`src/rtl/if_stage_if.sv`:
```
// rtl/if_stage_if.sv - instruction memory request/ack bus between fetch stage and memory
interface if_stage_if;
    logic        imem_req;
    logic [31:0] imem_addr;
    logic        imem_ack;
    logic [31:0] imem_rdata;

    modport master (output imem_req, output imem_addr, input imem_ack, input imem_rdata);
    modport slave  (input imem_req, input imem_addr, output imem_ack, output imem_rdata);
endinterface

```
`src/rtl/if_stage.sv`:
```
// rtl/if_stage.sv - instruction fetch stage with IF/ID register, stall hold buffer and redirect squash
module if_stage #(
    parameter logic [31:0] RESET_PC  = 32'h0000_0000,
    parameter logic [31:0] NOP_INSTR = 32'h0000_0013
) (
    input  logic        clk,
    input  logic        reset,
    input  logic        stall,
    input  logic        redirect_valid,
    input  logic [31:0] redirect_pc,
    if_stage_if.master  imem,
    output logic [31:0] instr_out,
    output logic [31:0] pc_out,
    output logic        valid_out
);

    typedef enum logic [1:0] {FETCH, HOLD, SQUASH} state_t;

    state_t      state, state_nxt;
    logic [31:0] pc, pc_nxt;
    logic [31:0] pending_pc, pending_nxt;
    logic [31:0] hold_instr, hold_instr_nxt;
    logic [31:0] hold_pc, hold_pc_nxt;
    logic [31:0] instr_nxt, pc_out_nxt;
    logic        valid_nxt;
    logic [31:0] target;
    logic [31:0] pc_inc;

    assign target = redirect_pc & ~32'h3;
    assign pc_inc = pc + 32'd4;

    assign imem.imem_req  = !reset && (state != HOLD);
    assign imem.imem_addr = pc;

    always_ff @(posedge clk or posedge reset) begin
        if (reset) begin
            state      <= FETCH;
            pc         <= RESET_PC;
            pending_pc <= RESET_PC;
            hold_instr <= 32'h0;
            hold_pc    <= 32'h0;
            instr_out  <= NOP_INSTR;
            pc_out     <= 32'h0;
            valid_out  <= 1'b0;
        end else begin
            state      <= state_nxt;
            pc         <= pc_nxt;
            pending_pc <= pending_nxt;
            hold_instr <= hold_instr_nxt;
            hold_pc    <= hold_pc_nxt;
            instr_out  <= instr_nxt;
            pc_out     <= pc_out_nxt;
            valid_out  <= valid_nxt;
        end
    end

    always_comb begin
        state_nxt      = state;
        pc_nxt         = pc;
        pending_nxt    = pending_pc;
        hold_instr_nxt = hold_instr;
        hold_pc_nxt    = hold_pc;
        instr_nxt      = instr_out;
        pc_out_nxt     = pc_out;
        valid_nxt      = valid_out;

        case (state)
            FETCH: begin
                if (redirect_valid) begin
                    valid_nxt = 1'b0;
                    instr_nxt = NOP_INSTR;
                    if (imem.imem_ack) begin
                        pc_nxt = target;
                    end else begin
                        // outstanding request must complete before the new target is issued
                        pending_nxt = target;
                        state_nxt   = SQUASH;
                    end
                end else if (imem.imem_ack) begin
                    pc_nxt = pc_inc;
                    if (stall) begin
                        hold_instr_nxt = imem.imem_rdata;
                        hold_pc_nxt    = pc;
                        state_nxt      = HOLD;
                    end else begin
                        instr_nxt  = imem.imem_rdata;
                        pc_out_nxt = pc;
                        valid_nxt  = 1'b1;
                    end
                end else if (!stall) begin
                    valid_nxt = 1'b0;
                    instr_nxt = NOP_INSTR;
                end
            end
            SQUASH: begin
                valid_nxt = 1'b0;
                instr_nxt = NOP_INSTR;
                if (redirect_valid) begin
                    pending_nxt = target;
                end
                if (imem.imem_ack) begin
                    pc_nxt    = redirect_valid ? target : pending_pc;
                    state_nxt = FETCH;
                end
            end
            HOLD: begin
                if (redirect_valid) begin
                    valid_nxt      = 1'b0;
                    instr_nxt      = NOP_INSTR;
                    pc_nxt         = target;
                    hold_instr_nxt = 32'h0;
                    hold_pc_nxt    = 32'h0;
                    state_nxt      = FETCH;
                end else if (!stall) begin
                    instr_nxt  = hold_instr;
                    pc_out_nxt = hold_pc;
                    valid_nxt  = 1'b1;
                    state_nxt  = FETCH;
                end
            end
            default: begin
                state_nxt = FETCH;
            end
        endcase
    end

endmodule
```
`src/flat_wrapper.sv`:
```
// flat-port wrapper written by rule: the top's interface ports become plain ports
module if_stage_flat 
#(
    parameter logic [31:0] RESET_PC  = 32'h0000_0000,
    parameter logic [31:0] NOP_INSTR = 32'h0000_0013
)
  (clk, reset, stall, redirect_valid, redirect_pc, instr_out, pc_out, valid_out, imem_imem_req, imem_imem_addr, imem_imem_ack, imem_imem_rdata);
  if_stage_if imem_i ();
  input  logic clk;
  input  logic reset;
  input  logic stall;
  input  logic redirect_valid;
  input  logic [31:0] redirect_pc;
  output logic [31:0] instr_out;
  output logic [31:0] pc_out;
  output logic valid_out;
  output wire logic [$bits(imem_i.imem_req)-1:0] imem_imem_req;
  output wire logic [$bits(imem_i.imem_addr)-1:0] imem_imem_addr;
  input wire logic [$bits(imem_i.imem_ack)-1:0] imem_imem_ack;
  input wire logic [$bits(imem_i.imem_rdata)-1:0] imem_imem_rdata;
  assign imem_imem_req = imem_i.imem_req;
  assign imem_imem_addr = imem_i.imem_addr;
  assign imem_i.imem_ack = imem_imem_ack;
  assign imem_i.imem_rdata = imem_imem_rdata;
  if_stage #(.RESET_PC(RESET_PC), .NOP_INSTR(NOP_INSTR)) u_core (.clk(clk), .reset(reset), .stall(stall), .redirect_valid(redirect_valid), .redirect_pc(redirect_pc), .imem(imem_i), .instr_out(instr_out), .pc_out(pc_out), .valid_out(valid_out));
endmodule
```
`config.mk`:
```
export PLATFORM = sky130hd
export DESIGN_NAME = if_stage_flat
export DESIGN_NICKNAME = d
export VERILOG_FILES = /design/src/rtl/if_stage_if.sv /design/src/rtl/if_stage.sv /design/src/flat_wrapper.sv
export SDC_FILE = /design/constraint.sdc
export NUM_CORES = 1
export LEC_CHECK = 0
export BUFFER_PORTS_ARGS = -buffer_cell sky130_fd_sc_hd__buf_2
export CAP_MARGIN = 0
export CORE_ASPECT_RATIO = 1.5
export CORE_MARGIN = 1.5
export CORE_UTILIZATION = 36
export DETAILED_ROUTE_END_ITERATION = 16
export PLACE_DENSITY = 0.51
export SLEW_MARGIN = 0
export SYNTH_ARGS = -nofsm -noshare
export SYNTH_HDL_FRONTEND = slang
export SYNTH_SLANG_ARGS = --single-unit
```
`constraint.sdc`:
```
create_clock -name clk -period 6.55 [get_ports clk]
set_clock_uncertainty 0.1 [all_clocks]
set_input_delay 0.655 -clock clk [delete_from_list [all_inputs] [get_ports clk]]
set_output_delay 0.655 -clock clk [all_outputs]
set_load 0.005 [all_outputs]
```
==> impl_summary.log <==
INFO  metric final_period_minus_worst_setup_slack = 3.81 ns
INFO  metric critPathCaptureType = flop
INFO  metric grt_start_max_net_pins = 91
INFO  metric core.rowCount = 73
INFO  metric hold_viol_final = 0
INFO  metric drt_pass1_iterations = 5
INFO  metric wire_length_of_the_first_global_routing_pass = 42,600 microns
INFO  metric holdCritPathClass = in -> async
INFO  metric synthesis.area_per_instance = 9.46 sq um
INFO  metric power_density = 444 nW/um^2
INFO  metric routed_via_density = 5.33
INFO  metric drive_gt1_frac = 0.228
INFO  metric min_period_over_period = 0.582
INFO  metric final-max-slew-violation-count = 0
INFO  metric post_layout_nonfiller_instances = 1,483
INFO  metric yosysWarnings = 0
INFO  metric postRouteAntennaNets = 0
INFO  metric tightestPinTransition = 1.07 ns
INFO  metric total_leakage_power = 5.15 nW
INFO  metric postSynthRegisterBits = 195
INFO  metric critPathRequiredTime = 6.75 ns
INFO  metric critical_path.startpoint_type = flop
INFO  metric n_antenna_cell = 0
INFO  metric vias_after_detailed_routing = 7,900
INFO  metric yosys-top-cells-area = sky130_fd_sc_hd__dfrtp_1 50%, sky130_fd_sc_hd__o21ai_0 7.4%, sky130_fd_sc_hd__nand2_1 5.5%, sky130_fd_sc_hd__nand2b_1 3.9%, sky130_fd_sc_hd__a22oi_1 3.5%
INFO  metric critPathArrivalTime = 4.01 ns
INFO  metric critical_path.max_fanout = 25
INFO  metric clk-insertion-delay-late = 0.46 ns
INFO  metric r2r-end = u_core.imem.imem_addr[7]$_DFFE_PP0P_
INFO  metric antenna_found_initial = 1
INFO  metric cts_htree_levels = 4
INFO  metric number_of_synthesized_flops_with_an_enable_pin = 0
INFO  metric place.gp.congestion = 0.812
INFO  metric floorplan.die.width = 136 microns
INFO  metric run_status = finished, final reports clean
INFO  metric placed_cells = 1,451
INFO  metric cell_count_after_synthesis = 1,014
INFO  metric share_of_synthesized_flip_flops_with_an_asynchronous_set_or_reset = 1.00
INFO  metric dp_hpwl = 18,400 microns
INFO  metric grt_overflow = 0
INFO  metric postCtsSetupBuffers = 0
INFO  metric design.final.nets = 1,207
INFO  metric boundary_pins = 167
INFO  metric detail_route.iter0.violations = 456
INFO  metric ys_dominant_reg_cell = sky130_fd_sc_hd__dfrtp_1
INFO  metric cts_resized = 0
INFO  metric cp-startpoint = u_core.state[0]$_DFFE_PP0P_
INFO  metric timing.final.setup_violations = 0
INFO  metric floorplan.die.height = 203 microns
INFO  metric slew_headroom = 0.282
INFO  metric drc = 0
INFO  metric cts_hold_buffers = 0
INFO  metric reg2reg_from = u_core.state[0]$_DFFE_PP0P_
INFO  metric synth.cell_area = 9590 sq um
INFO  metric tritoncts.num_buffers = 17
INFO  metric yosysTopAreaCell = sky130_fd_sc_hd__dfrtp_1
INFO  metric crit_type = reg -> reg
INFO  metric post_synth_num_cell_types = 67
INFO  metric synthesis.nets = 1,088
INFO  metric design.die.area = 27,700 sq um
INFO  metric timing.setup.tns = 0 ns
INFO  metric synth_largest_type_area_fraction = 0.501
INFO  metric initial_utilization = 0.363
INFO  metric clkSlewWorstSetupHoldPaths = 0.07 ns
INFO  metric ir_drop = 220 uV
INFO  metric fmax = 262 MHz
INFO  metric number_of_clock_sinks = 195
INFO  metric placement.io_buffers = 164
INFO  metric detailed_route_wire_length = 27,300 microns
INFO  metric utilization = 0.425
INFO  metric cts.root.buffer_cell = sky130_fd_sc_hd__clkbuf_16
INFO  metric cts_tree = yes
INFO  metric area_growth_syn_to_layout = 16.9%
INFO  metric worst-r2r-setup-slack = 2.74 ns
INFO  metric rsz0062_at_grt = false
INFO  metric grt_util_all_layers = 0.203
INFO  metric wire_per_inst = 18.4 microns
INFO  metric maxCapViolations = 0
INFO  metric number_of_global_route_vias_before_repair = 7,481
INFO  metric worstRegToRegCells = 7
INFO  metric core = 26,400 sq um
INFO  metric cts_max_path_buffers = 2
INFO  metric synth.yosys.seq_area_share = 0.509
INFO  metric setup.worst_path.end = u_core.imem.imem_addr[7]$_DFFE_PP0P_
[per-stage QoR]
| step | instance area, sq um | total power [mW] | worst slack, ns | hold slack, ns |
|---|---|---|---|---|
| global route | 11200 | 5.40 | 2.37 | 0.198 |
| CTS | 11200 | 5.07 | 2.68 | 0.215 |
| detailed placement | 10700 | 4.06 | 2.70 | 0.365 |
| floorplan | 9590 | 3.30 | 0.488 | 0.344 |
| finish | 11200 | 4.98 | 2.74 | 0.158 |
| global placement | 10700 | 4.01 | 2.67 | 0.356 |
[critical path, stage by stage (launching register included)]
cell and delay (ns):
sky130_fd_sc_hd__dfrtp_1 0.54, sky130_fd_sc_hd__inv_1 0.14, sky130_fd_sc_hd__ha_1 0.90, sky130_fd_sc_hd__clkinv_1 0.73, sky130_fd_sc_hd__nand2_1 0.71, sky130_fd_sc_hd__nor2_1 0.08, sky130_fd_sc_hd__a222oi_1 0.31, sky130_fd_sc_hd__o21ai_0 0.14
[worst min path at each step]
stage / end / slack [ns]
after CTS: u_core.instr_out[27]$_DFFE_PP0P_ / 0.21
after global routing: u_core.instr_out[27]$_DFFE_PP0P_ / 0.20
final: u_core.instr_out[27]$_DFFE_PP0P_ / 0.16
after global placement: u_core.hold_pc[19]$_DFFE_PP0P_ / 0.36
after floorplan: u_core.hold_pc[31]$_DFFE_PP0P_ / 0.34
after detailed placement: u_core.pc_out[24]$_DFFE_PP0P_ / 0.36
[cell usage after synthesis, drive strengths merged, types with 2 or more instances]
cell type	number
o21a	2
o221ai	3
nor3	12
o21bai	2
inv	18
o2bb2ai	5
and3	5
a211o	2
buf	21
a221o	2
o311ai	2
a21o	3
mux2i	5
a221oi	11
a211oi	3
or3	4
o31ai	2
nor4	4
ha	5
a222oi	4
o21ai	142
a22o	15
nand2	141
o211ai	8
o22ai	4
clkbuf	57
o22a	2
a22oi	45
a31oi	12
dfstp	3
nor2b	4
and2	5
a41oi	2
a21boi	31
or4	3
mux2	30
dfrtp	192
nand3	13
nand2b	60
nor2	55
nand4	7
or2b	3
a21oi	52
[final cells by class]
class,instances,area (sq um)
Fill cell,2665,15200
Sequential cell,195,4880
Multi-Input combinational cell,722,4370
Timing Repair Buffer,178,926
Clock buffer,20,457
Tap cell,337,422
Clock inverter,12,81.3
Inverter,19,78.8
[sequential cells by signal, summed over array words and instances (netlist names)]
signal	flops
u_core.instr_out	32
u_core.pc_out	32
u_core.imem.imem_addr	32
u_core.valid_out	1
u_core.pending_pc	32
u_core.hold_pc	32
u_core.hold_instr	32
u_core.state	2
[power breakdown]
part	internal (mW)	leakage [nW]	switching (mW)
logic	0.788	2.42	1.06
clock network	0.505	0.258	0.485
registers	1.73	2.47	0.411
total	3.03	5.15	1.96
[kinds of logic (layout without fill, tap and decap cells)]
kind of cell | after synthesis | in the layout | synth area share
mux | 35 | 35 | 0.0404
flops | 195 | 195 | 0.509
compound gates | 361 | 361 | 0.239
xor+xnor | 1 | 1 | 0.000913
buf+inv | 97 | 229 | 0.0412
fa+ha+maj | 5 | 5 | 0.00652
simple gates | 320 | 320 | 0.163
[per-layer routing]
| metal | vias to the layer above | GRT usage | part of all wire | wire length, microns |
|---|---|---|---|---|
| met1 | 3837 | 0.244 | 0.41 | 11300 |
| met5 | - | 0 | 0.00048 | 13 |
| met4 | 2 | 0.0767 | 0.021 | 578 |
| met3 | 24 | 0.0397 | 0.045 | 1220 |
| li1 | 3866 | - | - | - |
| met2 | 171 | 0.353 | 0.52 | 14200 |
[cell usage in the layout (no fill, tap or decap), types with 4 or more instances in the layout]
| cell type | count |
|---|---|
| sky130_fd_sc_hd__a221oi_1 | 11 |
| sky130_fd_sc_hd__clkinv_2 | 5 |
| sky130_fd_sc_hd__a222oi_1 | 4 |
| sky130_fd_sc_hd__a31oi_1 | 11 |
| sky130_fd_sc_hd__nand2_1 | 140 |
| sky130_fd_sc_hd__ha_1 | 4 |
| sky130_fd_sc_hd__nor2b_1 | 4 |
| sky130_fd_sc_hd__clkinvlp_4 | 4 |
| sky130_fd_sc_hd__a22o_1 | 15 |
| sky130_fd_sc_hd__nand3_1 | 13 |
| sky130_fd_sc_hd__nor2_1 | 54 |
| sky130_fd_sc_hd__buf_2 | 164 |
| sky130_fd_sc_hd__and2_1 | 4 |
| sky130_fd_sc_hd__and3_1 | 5 |
| sky130_fd_sc_hd__o211ai_1 | 8 |
| sky130_fd_sc_hd__o22ai_1 | 4 |
| sky130_fd_sc_hd__nor3_1 | 9 |
| sky130_fd_sc_hd__a21boi_0 | 31 |
| sky130_fd_sc_hd__a22oi_1 | 45 |
| sky130_fd_sc_hd__or3_1 | 4 |
| sky130_fd_sc_hd__buf_4 | 14 |
| sky130_fd_sc_hd__nand4_1 | 6 |
| sky130_fd_sc_hd__o21ai_0 | 141 |
| sky130_fd_sc_hd__clkbuf_16 | 17 |
| sky130_fd_sc_hd__mux2i_1 | 5 |
| sky130_fd_sc_hd__mux2_2 | 30 |
| sky130_fd_sc_hd__o2bb2ai_1 | 5 |
| sky130_fd_sc_hd__a21oi_1 | 51 |
| sky130_fd_sc_hd__nand2b_1 | 60 |
| sky130_fd_sc_hd__inv_1 | 17 |
| sky130_fd_sc_hd__dfrtp_1 | 192 |
Note: power is estimated with default switching activity, not from simulation.
